--- src/rtl/pipeline_stall_ctrl.sv ---
// Central stall/flush sequencer for the 5-stage core: memory-wait stalls, branch
// flushes, load-use bubbles and drain-then-trap interrupt entry, plus perf counters.
module pipeline_stall_ctrl #(
    parameter int REG_ADDR_W = 5,
    parameter int CNT_W      = 32
) (
    input  logic                  CLK,
    input  logic                  RST,
    input  logic [REG_ADDR_W-1:0] id_rs1_addr,
    input  logic                  id_rs1_used,
    input  logic [REG_ADDR_W-1:0] id_rs2_addr,
    input  logic                  id_rs2_used,
    input  logic [REG_ADDR_W-1:0] ex_rd_addr,
    input  logic                  ex_memRead,
    input  logic                  ex_branch_taken,
    input  logic                  ex_valid,
    input  logic                  mem_valid,
    input  logic                  wb_valid,
    input  logic                  mem_req,
    input  logic                  mem_ready,
    input  logic                  intr_req,
    output logic                  PC_WE,
    output logic                  IF_ID_WE,
    output logic                  ID_EX_WE,
    output logic                  EX_MEM_WE,
    output logic                  MEM_WB_WE,
    output logic                  IF_ID_FLUSH,
    output logic                  ID_EX_FLUSH,
    output logic                  LW_STALL,
    output logic                  intr_ack,
    output logic [CNT_W-1:0]      stall_cycles,
    output logic [CNT_W-1:0]      flush_count
);

    typedef enum logic [1:0] {
        RUN   = 2'd0,
        DRAIN = 2'd1,
        TRAP  = 2'd2
    } state_t;

    state_t state;
    state_t state_next;

    logic mem_wait;
    logic branch_flush;
    logic load_use;
    logic pipe_empty;
    logic flush_event;

    assign mem_wait     = mem_req && !mem_ready;
    assign branch_flush = ex_branch_taken && ex_valid;
    assign pipe_empty   = !ex_valid && !mem_valid && !wb_valid;
    assign load_use     = ex_valid && ex_memRead && (ex_rd_addr != '0) &&
                          ((id_rs1_used && (id_rs1_addr == ex_rd_addr)) ||
                           (id_rs2_used && (id_rs2_addr == ex_rd_addr)));

    always_comb begin
        // NOTE: every output gets a default first so no path through the priority chain infers a latch.
        state_next  = state;
        PC_WE       = 1'b1;
        IF_ID_WE    = 1'b1;
        ID_EX_WE    = 1'b1;
        EX_MEM_WE   = 1'b1;
        MEM_WB_WE   = 1'b1;
        IF_ID_FLUSH = 1'b0;
        ID_EX_FLUSH = 1'b0;
        LW_STALL    = 1'b0;
        intr_ack    = 1'b0;
        flush_event = 1'b0;

        if (RST) begin
            state_next  = RUN;
            PC_WE       = 1'b0;
            IF_ID_WE    = 1'b0;
            ID_EX_WE    = 1'b0;
            EX_MEM_WE   = 1'b0;
            MEM_WB_WE   = 1'b0;
            IF_ID_FLUSH = 1'b1;
            ID_EX_FLUSH = 1'b1;
        end else if (mem_wait) begin
            // Whole pipe frozen; pending branch/load-use are acted on once memory answers.
            PC_WE     = 1'b0;
            IF_ID_WE  = 1'b0;
            ID_EX_WE  = 1'b0;
            EX_MEM_WE = 1'b0;
            MEM_WB_WE = 1'b0;
        end else begin
            unique case (state)
                RUN: begin
                    if (branch_flush) begin
                        IF_ID_FLUSH = 1'b1;
                        ID_EX_FLUSH = 1'b1;
                        flush_event = 1'b1;
                    end else if (load_use) begin
                        PC_WE       = 1'b0;
                        IF_ID_WE    = 1'b0;
                        ID_EX_FLUSH = 1'b1;
                        LW_STALL    = 1'b1;
                    end
                    if (intr_req) begin
                        state_next = DRAIN;
                    end
                end
                DRAIN: begin
                    PC_WE       = 1'b0;
                    IF_ID_FLUSH = 1'b1;
                    // A late taken branch must still redirect so the trap saves the right return PC.
                    if (branch_flush) begin
                        PC_WE       = 1'b1;
                        ID_EX_FLUSH = 1'b1;
                        flush_event = 1'b1;
                    end
                    if (pipe_empty) begin
                        state_next = TRAP;
                    end
                end
                TRAP: begin
                    intr_ack    = 1'b1;
                    IF_ID_FLUSH = 1'b1;
                    ID_EX_FLUSH = 1'b1;
                    state_next  = RUN;
                end
                default: begin
                    state_next = RUN;
                end
            endcase
        end
    end

    always_ff @(posedge CLK) begin
        // NOTE: sequential state uses non-blocking assignments so all registers update from pre-edge values.
        if (RST) begin
            state        <= RUN;
            stall_cycles <= '0;
            flush_count  <= '0;
        end else begin
            state <= state_next;
            if (!PC_WE && (stall_cycles != '1)) begin
                stall_cycles <= stall_cycles + CNT_W'(1);
            end
            if (flush_event && (flush_count != '1)) begin
                flush_count <= flush_count + CNT_W'(1);
            end
        end
    end

endmodule
--- config.mk ---
export PLATFORM = sky130hd
export DESIGN_NAME = pipeline_stall_ctrl
export DESIGN_NICKNAME = d
export VERILOG_FILES = /design/src/rtl/pipeline_stall_ctrl.sv
export SDC_FILE = /design/constraint.sdc
export NUM_CORES = 1
export LEC_CHECK = 0
export ABC_AREA = 1
export BUFFER_PORTS_ARGS = -buffer_cell sky130_fd_sc_hd__buf_2
export CAP_MARGIN = 10
export CELL_PAD_IN_SITES_DETAIL_PLACEMENT = 1
export CELL_PAD_IN_SITES_GLOBAL_PLACEMENT = 1
export CORE_AREA = 2 2 111 113
export DETAILED_ROUTE_END_ITERATION = 10
export DIE_AREA = 0 0 113 115
export PLACE_DENSITY_LB_ADDON = 0.1
export SLEW_MARGIN = 25
export SYNTH_ARGS = -nofsm -noshare
export SYNTH_HDL_FRONTEND = slang
export SYNTH_SLANG_ARGS = --single-unit
--- constraint.sdc ---
create_clock -name CLK -period 1.9 [get_ports CLK]
set_input_delay 0.19 -clock CLK [delete_from_list [all_inputs] [get_ports CLK]]
set_output_delay 0.19 -clock CLK [all_outputs]
set_load 0.05 [all_outputs]
==> metrics.csv, run 1 <==
stage;metric;value;unit
pwr;Pleak;2.656;nW
timing;Final Cycle Share;99.78;%
synth;Syn Area/Cell;6.249;um2
synth;mapped cell area;0.004287;mm2
floorplan;die height;115;um
cts;cts bufs inserted;9;
synth;Netlist cell types;37;
synth;sequential area share after synthesis;30.82;%
synth;yosys warns;0;
min_path;worst hold path class;input port to flip-flop;
setup_path;Setup crit end kind;output pin;
synth;Post-synth top cells;nand2_1 (193), nor2_1 (86), inv_1 (74), dfxtp_1 (66), nand3_1 (56);
drt;Highest Signal Layer;met4;
synth;Synth top area share;30.82;%
run_status;failing checks;DRC;
grt;total track usage;24.28;%
floorplan;Ports;100;
drt;Avg Vias per Cell;5.287;
drt;total number of vias;5229;
pwr;switching part of the total power;29.21;%
cts;clock sinks;66;
placed_design;DP HPWL;11940;um
pwr;clock share of power;43.6;%
run;MaxCap Viol Count;0;
synth;Net Count, Synth;719;
final_layout;layout cells sized above 1;31.71;%
synth;ys flop type;dfxtp_1;
pwr;Gate power share;19.7;%
cts;H-tree levels;3;
floorplan;Core Region;0.01181;mm2
cts;Reg clk slew, reported paths;0.05;ns
pwr;Internal;2.791;mW
synth;EDFF count, synth;0;
synth;top cells by area, synth;dfxtp_1 (31%), nand2_1 (17%), nor2_1 (7.5%), nand3_1 (6.5%), inv_1 (6.5%);
timing;max-slew violations;0;
drt;Routed wire per std cell;16.51;um
drt;drt total wl;16330;um
timing;Tmin final;1.896;ns
setup_path;Worst Path Arrival;1.71;ns
placed_design;IO Port Bufs;99;
synth;most common cell in the synthesized netlist;nand2_1;
synth;post-synth top area cell;dfxtp_1;
floorplan;Initial Util;36.29;%
final_layout;Final Core Density;50.03;%
synth;Yosys reg bits;66;
final_layout;area grow syn2layout;37.86;%
setup_path;required time worst endpoint;1.71;ns
placed_design;GP Congestion;0.9143;
grt;initial antenna violation count;0;
grt;vias in the first global route;5244;
drt;Iter 0 DRT Violations;268;
timing;final setup violation count;0;
pwr;pwr/cell area;667.1;mW/mm2
drt;Routed Antenna Nets;0;
floorplan;standard-cell rows;40;
synth;Synth async-reset ratio;0;%
setup_path;WS Path Type;flip-flop to output pin;
run_status;status;finished with violations;
cts;Clock Latency Late Sink;0.34;ns
drt;Met3 Routed Length;653;um
timing;RSZ-0062 raised after global routing;true;
setup_path;Startpoint Class;flip-flop;
grt;first-pass GRT wire length;25380;um
timing;Clock Skews;0.006147;ns
timing;Setup TNS;0;ns
drt;DR WL met2;8198;um
drt;Pre-antenna DRT Iters;7;
pwr;sequential power share;36.7;%
synth;cell count after synthesis;686;
floorplan;Die X-Extent;113;um
cts;CTS root buf;clkbuf_16;
final_layout;number of nets in the layout;870;
cts;Max clock buf depth;2;
drt;detailed-route DRC error count;6;
cts;CTS Hold Bufs;0;
timing;fmax;527.5;MHz
floorplan;die area;0.01300;mm2
timing;Least-Margin Pin Slew;0.5190;ns
timing;max_slew headroom;65.40;%
grt;total gr overflow;0;
cts;CTS tree;done;
grt;largest net degree at the start of global routing;44;
final_layout;# diodes;0;
drt;WL met1;6961;um
timing;final hold violations;0;
pwr;switching pwr;1.151;mW
setup_path;worst-path fanout max;4;
pwr;VDD IR-drop max;0.5924;mV
## power by group through the flow
stage | logic [mW] | registers (mW) | clock network, mW
2_1_floorplan | 0.369 | 1.50 | 0
3_3_place_gp | 0.600 | 1.46 | 0
3_5_place_dp | 0.622 | 1.46 | 0
4_1_cts | 0.647 | 1.44 | 1.76
5_1_grt | 0.839 | 1.45 | 1.82
6_report | 0.777 | 1.44 | 1.72
## per-layer routing
metal | track usage [%] | up-vias
li1 | - | 2531
met1 | 28.28 | 2537
met2 | 43.91 | 119
met3 | 3.637 | 42
met4 | 11.38 | 0
met5 | 0 | -
## path summary, 6_finish.rpt
check | to | start | slack [ns] | depth (start not counted)
worst min-delay path | state[1] | intr_req | 0.25 | 3
worst max-delay path | ID_EX_FLUSH | state[1] | 0.004 | 8
worst max register to register | flush_count[6] | flush_count[1] | 0.06 | 12
worst min register to register | flush_count[4] | flush_count[4] | 0.48 | 1
## stage by stage
stage	cell area, um2	worst slack [ns]	power (mW)	std cells	hold slack, ns
after floorplan	4333	-0.05129	1.872	686	0.4286
after global placement	5328	0.06610	2.059	966	0.4608
after detailed placement	5328	-0.04204	2.086	966	0.4600
after CTS	5662	-0.002763	3.840	982	0.2345
after global routing	5909	-0.06980	4.105	989	0.2838
final	5909	0.004275	3.942	989	0.2541
## sequential cells by signal, summed over array words and instances (netlist names)
name,count
flush_count,32
stall_cycles,32
state,2
## cell usage in the layout, fill, tap and decap left out, types with 4 or more instances in the layout
master | netlist | final
nor2_2 | 3 | 11
nand3_1 | 56 | 53
a21oi_1 | 55 | 53
nand2_1 | 193 | 186
buf_6 | 1 | 6
buf_2 | 7 | 96
xnor2_1 | 13 | 13
nand3_2 | 2 | 5
inv_1 | 74 | 70
dfxtp_4 | 0 | 4
buf_4 | 6 | 59
clkbuf_16 | 0 | 10
xor2_1 | 18 | 18
nand2_2 | 1 | 6
nand4_1 | 21 | 21
nor3_1 | 22 | 19
nor2_1 | 86 | 77
nor3b_1 | 5 | 4
dfxtp_1 | 66 | 29
nor3_2 | 3 | 5
o21ai_0 | 17 | 13
dfxtp_2 | 0 | 33
## kinds of logic (layout without fill, tap and decap cells)
group,after synthesis,after routing,share of synthesized area [%]
DFF,66,66,30.82
adders and majority gates,6,6,1.751
buffers and inverters,97,253,9.399
xor gates and xnor gates,31,31,6.334
and+or+nand+nor,404,404,41.54
AOI/OAI and AO/OA,82,82,10.16
## worst max-delay path, stage by stage, from the launching register on
cell and delay [ns]:
dfxtp_4 0.35, inv_4 0.07, ha_4 0.14, buf_6 0.11
inv_4 0.04, o211ai_1 0.20, inv_1 0.09, o21ai_2 0.18
buf_6 0.18
## repair_timing
| item | in CTS | in global routing |
|---|---|---|
| resized for setup | 14 | 49 |
| cloned | 0 | 1 |
| endpoints found under the hold margin | 0 | 0 |
| setup buffers | 0 | 6 |
| pin swaps | 1 | 10 |
| setup endpoints to repair | 9 | 66 |
## final cells by class
class	instances	area [um2]
Clock inverter	5	52.55
Fill cell	1615	5902
Inverter	74	285.3
Clock buffer	11	252.7
Tap cell	147	183.9
Sequential cell	66	1378
Timing Repair Buffer	163	1036
Multi-Input combinational cell	523	2721
Power figures use the tool's default switching activity.
==> inputs of run 2 (changes only) <==
--- a/config.mk
+++ b/config.mk
@@ -10,11 +10,12 @@
 export CAP_MARGIN = 10
 export CELL_PAD_IN_SITES_DETAIL_PLACEMENT = 1
 export CELL_PAD_IN_SITES_GLOBAL_PLACEMENT = 1
-export CORE_AREA = 2 2 111 113
+export CORE_AREA = 2 2 91 137
 export DETAILED_ROUTE_END_ITERATION = 10
-export DIE_AREA = 0 0 113 115
+export DIE_AREA = 0 0 93 139
 export PLACE_DENSITY_LB_ADDON = 0.1
 export SLEW_MARGIN = 25
 export SYNTH_ARGS = -nofsm -noshare
 export SYNTH_HDL_FRONTEND = slang
 export SYNTH_SLANG_ARGS = --single-unit
+export TNS_END_PERCENT = 100
==> metrics.csv, run 2 (same netlist as run 1, synthesis figures left out) <==
stage;metric;value;unit
run;MaxCap Viol Count;0;
pwr;total power draw;4.033;mW
setup_path;Setup crit end kind;output pin;
final_layout;# diodes;0;
final_layout;area of the multi-input gates;0.002781;mm2
drt;detailed-route DRC error count;0;
pwr;VDD IR-drop max;0.3987;mV
drt;Routed wire per std cell;17.45;um
drt;Routed Antenna Nets;0;
grt;first-pass GRT wire length;28260;um
cts;Max clock buf depth;2;
final_layout;non-filler cells, final;1019;
timing;Tmin final;1.880;ns
timing;Clock Skews;0.008303;ns
final_layout;area grow syn2layout;44.51;%
final_layout;final instance area;0.006195;mm2
drt;Avg Vias per Cell;5.252;
floorplan;Initial Util;36.42;%
placed_design;Inst Count DP;986;
placed_design;Placed Instance Area;0.005453;mm2
cts;Reg clk slew, reported paths;0.05;ns
grt;vias in the first global route;5760;
final_layout;Final Core Density;52.63;%
setup_path;Startpoint Class;flip-flop;
final_layout;number of nets in the layout;894;
setup_path;WS Path Type;flip-flop to output pin;
floorplan;die height;139;um
floorplan;die area;0.01293;mm2
final_layout;biggest regs;flush_count (32), stall_cycles (32), state (2);
cts;cts bufs inserted;9;
floorplan;Die X-Extent;93;um
cts;clock sinks;66;
cts;H-tree levels;3;
final_layout;commonest non-fill, non-tap cell in the layout;nand2_1;
cts;Clock Latency Late Sink;0.34;ns
setup_path;worst-path fanout max;4;
floorplan;Core Region;0.01177;mm2
timing;final setup violation count;0;
grt;initial antenna violation count;0;
drt;Pre-antenna DRT Iters;4;
timing;max-slew violations;0;
timing;fmax;531.8;MHz
floorplan;Ports;100;
final_layout;Reg area;0.001376;mm2
timing;final hold violations;0;
setup_path;required time worst endpoint;1.71;ns
drt;drt total wl;17780;um
placed_design;IO Port Bufs;99;
placed_design;DP HPWL;12880;um
cts;CTS root buf;clkbuf_16;
min_path;worst hold path class;input port to flip-flop;
grt;total track usage;27.53;%
final_layout;layout cells sized above 1;35.10;%
grt;largest net degree at the start of global routing;45;
grt;total gr overflow;0;
timing;Final Cycle Share;98.97;%
setup_path;Worst Path Arrival;1.69;ns
pwr;Pleak;2.826;nW
timing;Setup TNS;0;ns
cts;CTS tree;done;
run_status;status;finished clean;
floorplan;standard-cell rows;49;
pwr;pwr/cell area;651.0;mW/mm2
timing;Least-Margin Pin Slew;0.5377;ns
final_layout;commonest cells after routing, fill and taps aside;nand2_1 (178), buf_2 (96), buf_4 (79), inv_1 (70), nor2_1 (70);
drt;total number of vias;5352;
drt;Iter 0 DRT Violations;143;
timing;max_slew headroom;64.15;%
placed_design;GP Congestion;0.8898;
final_layout;fill count;1651;
run 2: layout make-up:
class	count	share of cell area, %
Timing Repair inverter	1	0.1212
Clock buffer	10	3.858
Tap cell	153	3.090
Multi-Input combinational cell	523	44.90
Clock inverter	6	1.050
Timing Repair Buffer	186	20.18
Sequential cell	66	22.22
Inverter	74	4.585
run 2: path summary, 6_finish.rpt:
| check | start | end | cells past startpoint | slack, ns |
|---|---|---|---|---|
| worst min-delay path | intr_req | state[0] | 3 | 0.26 |
| worst max-delay path | state[0] | PC_WE | 10 | 0.02 |
| worst max register to register | stall_cycles[1] | stall_cycles[24] | 11 | 0.07 |
| worst min register to register | flush_count[4] | flush_count[4] | 1 | 0.49 |
run 2: power by group:
part           switching [mW]  internal, mW  leakage (nW)
Sequential             0.0267          1.41         0.551
Clock                   0.696          1.05         0.149
Combinational           0.509         0.335          2.13
run 2: timing repair:
item                                    4_1_cts  5_1_grt
endpoints found under the setup margin       28       63
cloned                                        2        1
setup buffers                                10        5
gates resized for setup                      32       50
hold buffers                                  0        0
pin swaps                                    10       15
run 2: worst max-delay path: stages, from the launching register on:
cell	delay (ns)
dfxtp_4	0.37
inv_2	0.06
ha_4	0.16
buf_6	0.12
nor2_2	0.10
nor2_1	0.05
nand2_1	0.08
nand2_2	0.08
buf_12	0.13
inv_1	0.06
buf_6	0.15
run 2: routing by layer:
layer  GRT usage, %  vias to the layer above  share of wire [%]
met2          54.12                      147                 57
met4          14.40                        0                5.4
met5              0                        -                  0
met3          3.859                       58                3.3
li1               -                     2571                  -
met1          26.76                     2576                 34
run 2: stage by stage:
stage | setup slack, ns | hold WS (ns)
after CTS | -0.06389 | 0.2515
after detailed placement | -0.1813 | 0.4789
after global placement | -0.03218 | 0.4636
after global routing | -0.04431 | 0.3025
after floorplan | -0.05129 | 0.4286
final | 0.01953 | 0.2554
==> inputs of run 3 (changes only) <==
--- a/config.mk
+++ b/config.mk
@@ -7,13 +7,14 @@
 export LEC_CHECK = 0
 export ABC_AREA = 1
 export BUFFER_PORTS_ARGS = -buffer_cell sky130_fd_sc_hd__buf_2
-export CAP_MARGIN = 10
+export CAP_MARGIN = 20
 export CELL_PAD_IN_SITES_DETAIL_PLACEMENT = 1
 export CELL_PAD_IN_SITES_GLOBAL_PLACEMENT = 1
 export CORE_AREA = 2 2 91 137
 export DETAILED_ROUTE_END_ITERATION = 10
 export DIE_AREA = 0 0 93 139
 export PLACE_DENSITY_LB_ADDON = 0.1
+export RECOVER_POWER = 25
 export SLEW_MARGIN = 25
 export SYNTH_ARGS = -nofsm -noshare
 export SYNTH_HDL_FRONTEND = slang
==> metrics.csv, run 3 (same netlist as run 1, synthesis figures left out) <==
stage;metric;value;unit
placed_design;Inst Count DP;986;
timing;max-slew violations;0;
pwr;Pleak;2.688;nW
timing;Least-Margin Pin Slew;0.6414;ns
setup_path;CP endpoint;PC_WE;
setup_path;Setup crit end kind;output pin;
timing;Final Cycle Share;98.92;%
floorplan;die height;139;um
run_status;status;finished clean;
timing;fmax;532.1;MHz
drt;total number of vias;5339;
grt;total gr overflow;0;
cts;H-tree levels;3;
setup_path;Worst Path Arrival;1.69;ns
final_layout;non-filler cells, final;1019;
final_layout;# diodes;0;
setup_path;Startpoint Class;flip-flop;
floorplan;standard-cell rows;49;
timing;final hold violations;0;
cts;cts bufs inserted;9;
cts;CTS root buf;clkbuf_16;
timing;Clock Skews;0.008008;ns
placed_design;DP HPWL;12880;um
setup_path;worst-path fanout max;4;
floorplan;Die X-Extent;93;um
setup_path;WS Path Type;flip-flop to output pin;
final_layout;number of nets in the layout;894;
final_layout;final instance area;0.006155;mm2
floorplan;Initial Util;36.42;%
drt;Routed Antenna Nets;0;
final_layout;area grow syn2layout;43.58;%
setup_path;required time worst endpoint;1.71;ns
final_layout;Final Core Density;52.29;%
drt;drt total wl;17780;um
placed_design;IO Port Bufs;99;
final_layout;commonest cells after routing, fill and taps aside;nand2_1 (178), buf_4 (79), inv_1 (70), nor2_1 (70), buf_2 (64);
cts;CTS tree;done;
grt;initial antenna violation count;0;
min_path;worst hold path class;input port to flip-flop;
timing;final setup violation count;0;
min_path;Min-Delay Startpoint;intr_req;
grt;vias in the first global route;5760;
final_layout;layout cells sized above 1;31.41;%
timing;Setup TNS;0;ns
setup_path;worst reg2reg startpoint;stall_cycles[1];
setup_path;Worst Reg-to-Reg Cells;11;
pwr;total power draw;4.033;mW
cts;CTS Hold Bufs;0;
placed_design;dpl ws;-0.1813;ns
timing;final worst slack;0.02049;ns
grt;first-pass GRT wire length;28260;um
drt;Pre-antenna DRT Iters;4;
setup_path;r2r setup slk;0.06;ns
placed_design;GP Congestion;0.8898;
grt;largest net degree at the start of global routing;45;
cts;Max clock buf depth;2;
run;MaxCap Viol Count;0;
setup_path;Critical Path Start;state[0];
floorplan;Ports;100;
final_layout;biggest regs;flush_count (32), stall_cycles (32), state (2);
drt;detailed-route DRC error count;0;
drt;Iter 0 DRT Violations;152;
cts;clock sinks;66;
floorplan;Core Region;0.01177;mm2
cts;Reg clk slew, reported paths;0.05;ns
drt;Avg Vias per Cell;5.239;
setup_path;r2r endpoint;stall_cycles[24];
grt;total track usage;27.53;%
timing;max_slew headroom;57.42;%
pwr;pwr/cell area;655.3;mW/mm2
timing;Tmin final;1.880;ns
timing;worst-case hold slack;0.2546;ns
final_layout;commonest non-fill, non-tap cell in the layout;nand2_1;
floorplan;die area;0.01293;mm2
placed_design;Placed Instance Area;0.005453;mm2
cts;Clock Latency Late Sink;0.35;ns
drt;Routed wire per std cell;17.44;um
pwr;VDD IR-drop max;0.4005;mV
[run 3: changes by cell type in the layout (fill, tap and decap cells not counted), sizes merged]
cell and delta:
clkbuf +32, buf -32
[run 3: cell type report]
| class | instances | area [um2] |
|---|---|---|
| Fill cell | 1657 | 5617 |
| Multi-Input combinational cell | 523 | 2781 |
| Sequential cell | 66 | 1376 |
| Timing Repair Buffer | 186 | 1210 |
| Inverter | 74 | 284.0 |
| Clock buffer | 10 | 239.0 |
| Tap cell | 153 | 191.4 |
| Clock inverter | 6 | 65.06 |
| Timing Repair inverter | 1 | 7.507 |
[run 3: critical path, stage by stage, from the launching register on]
cell	delay [ns]
dfxtp_4	0.37
inv_2	0.06
ha_4	0.16
buf_6	0.12
nor2_2	0.10
nor2_1	0.05
nand2_1	0.08
nand2_2	0.08
buf_12	0.13
inv_1	0.06
buf_6	0.15
[run 3: worst min path at each step]
| stage | end | slack (ns) | cells after the start |
|---|---|---|---|
| CTS | state[0] | 0.25 | 3 |
| detailed placement | flush_count[4] | 0.48 | 1 |
| global route | state[0] | 0.30 | 3 |
| finish | state[0] | 0.25 | 3 |
| global placement | flush_count[8] | 0.46 | 2 |
| floorplan | state[0] | 0.43 | 2 |
[run 3: repair_timing]
item,CTS,global route
gates resized for setup,32,50
gates cloned,2,1
pin swaps,10,15
setup buffers,10,5
endpoints found under the setup margin,28,63
[run 3: routing by layer]
layer | up-vias | global-route usage (%) | routed length [um]
met3 | 56 | 3.859 | 480
met4 | 0 | 14.40 | 953
met5 | - | 0 | 0
li1 | 2567 | - | -
met1 | 2586 | 26.76 | 6204
met2 | 130 | 54.12 | 10140
[run 3: power by group]
group / leakage (nW) / switching (mW) / total [mW] / internal [mW]
Sequential: 0.551 / 0.0268 / 1.44 / 1.41
Combinational: 1.99 / 0.510 / 0.844 / 0.334
Clock: 0.149 / 0.697 / 1.75 / 1.05
Total: 2.69 / 1.23 / 4.03 / 2.80
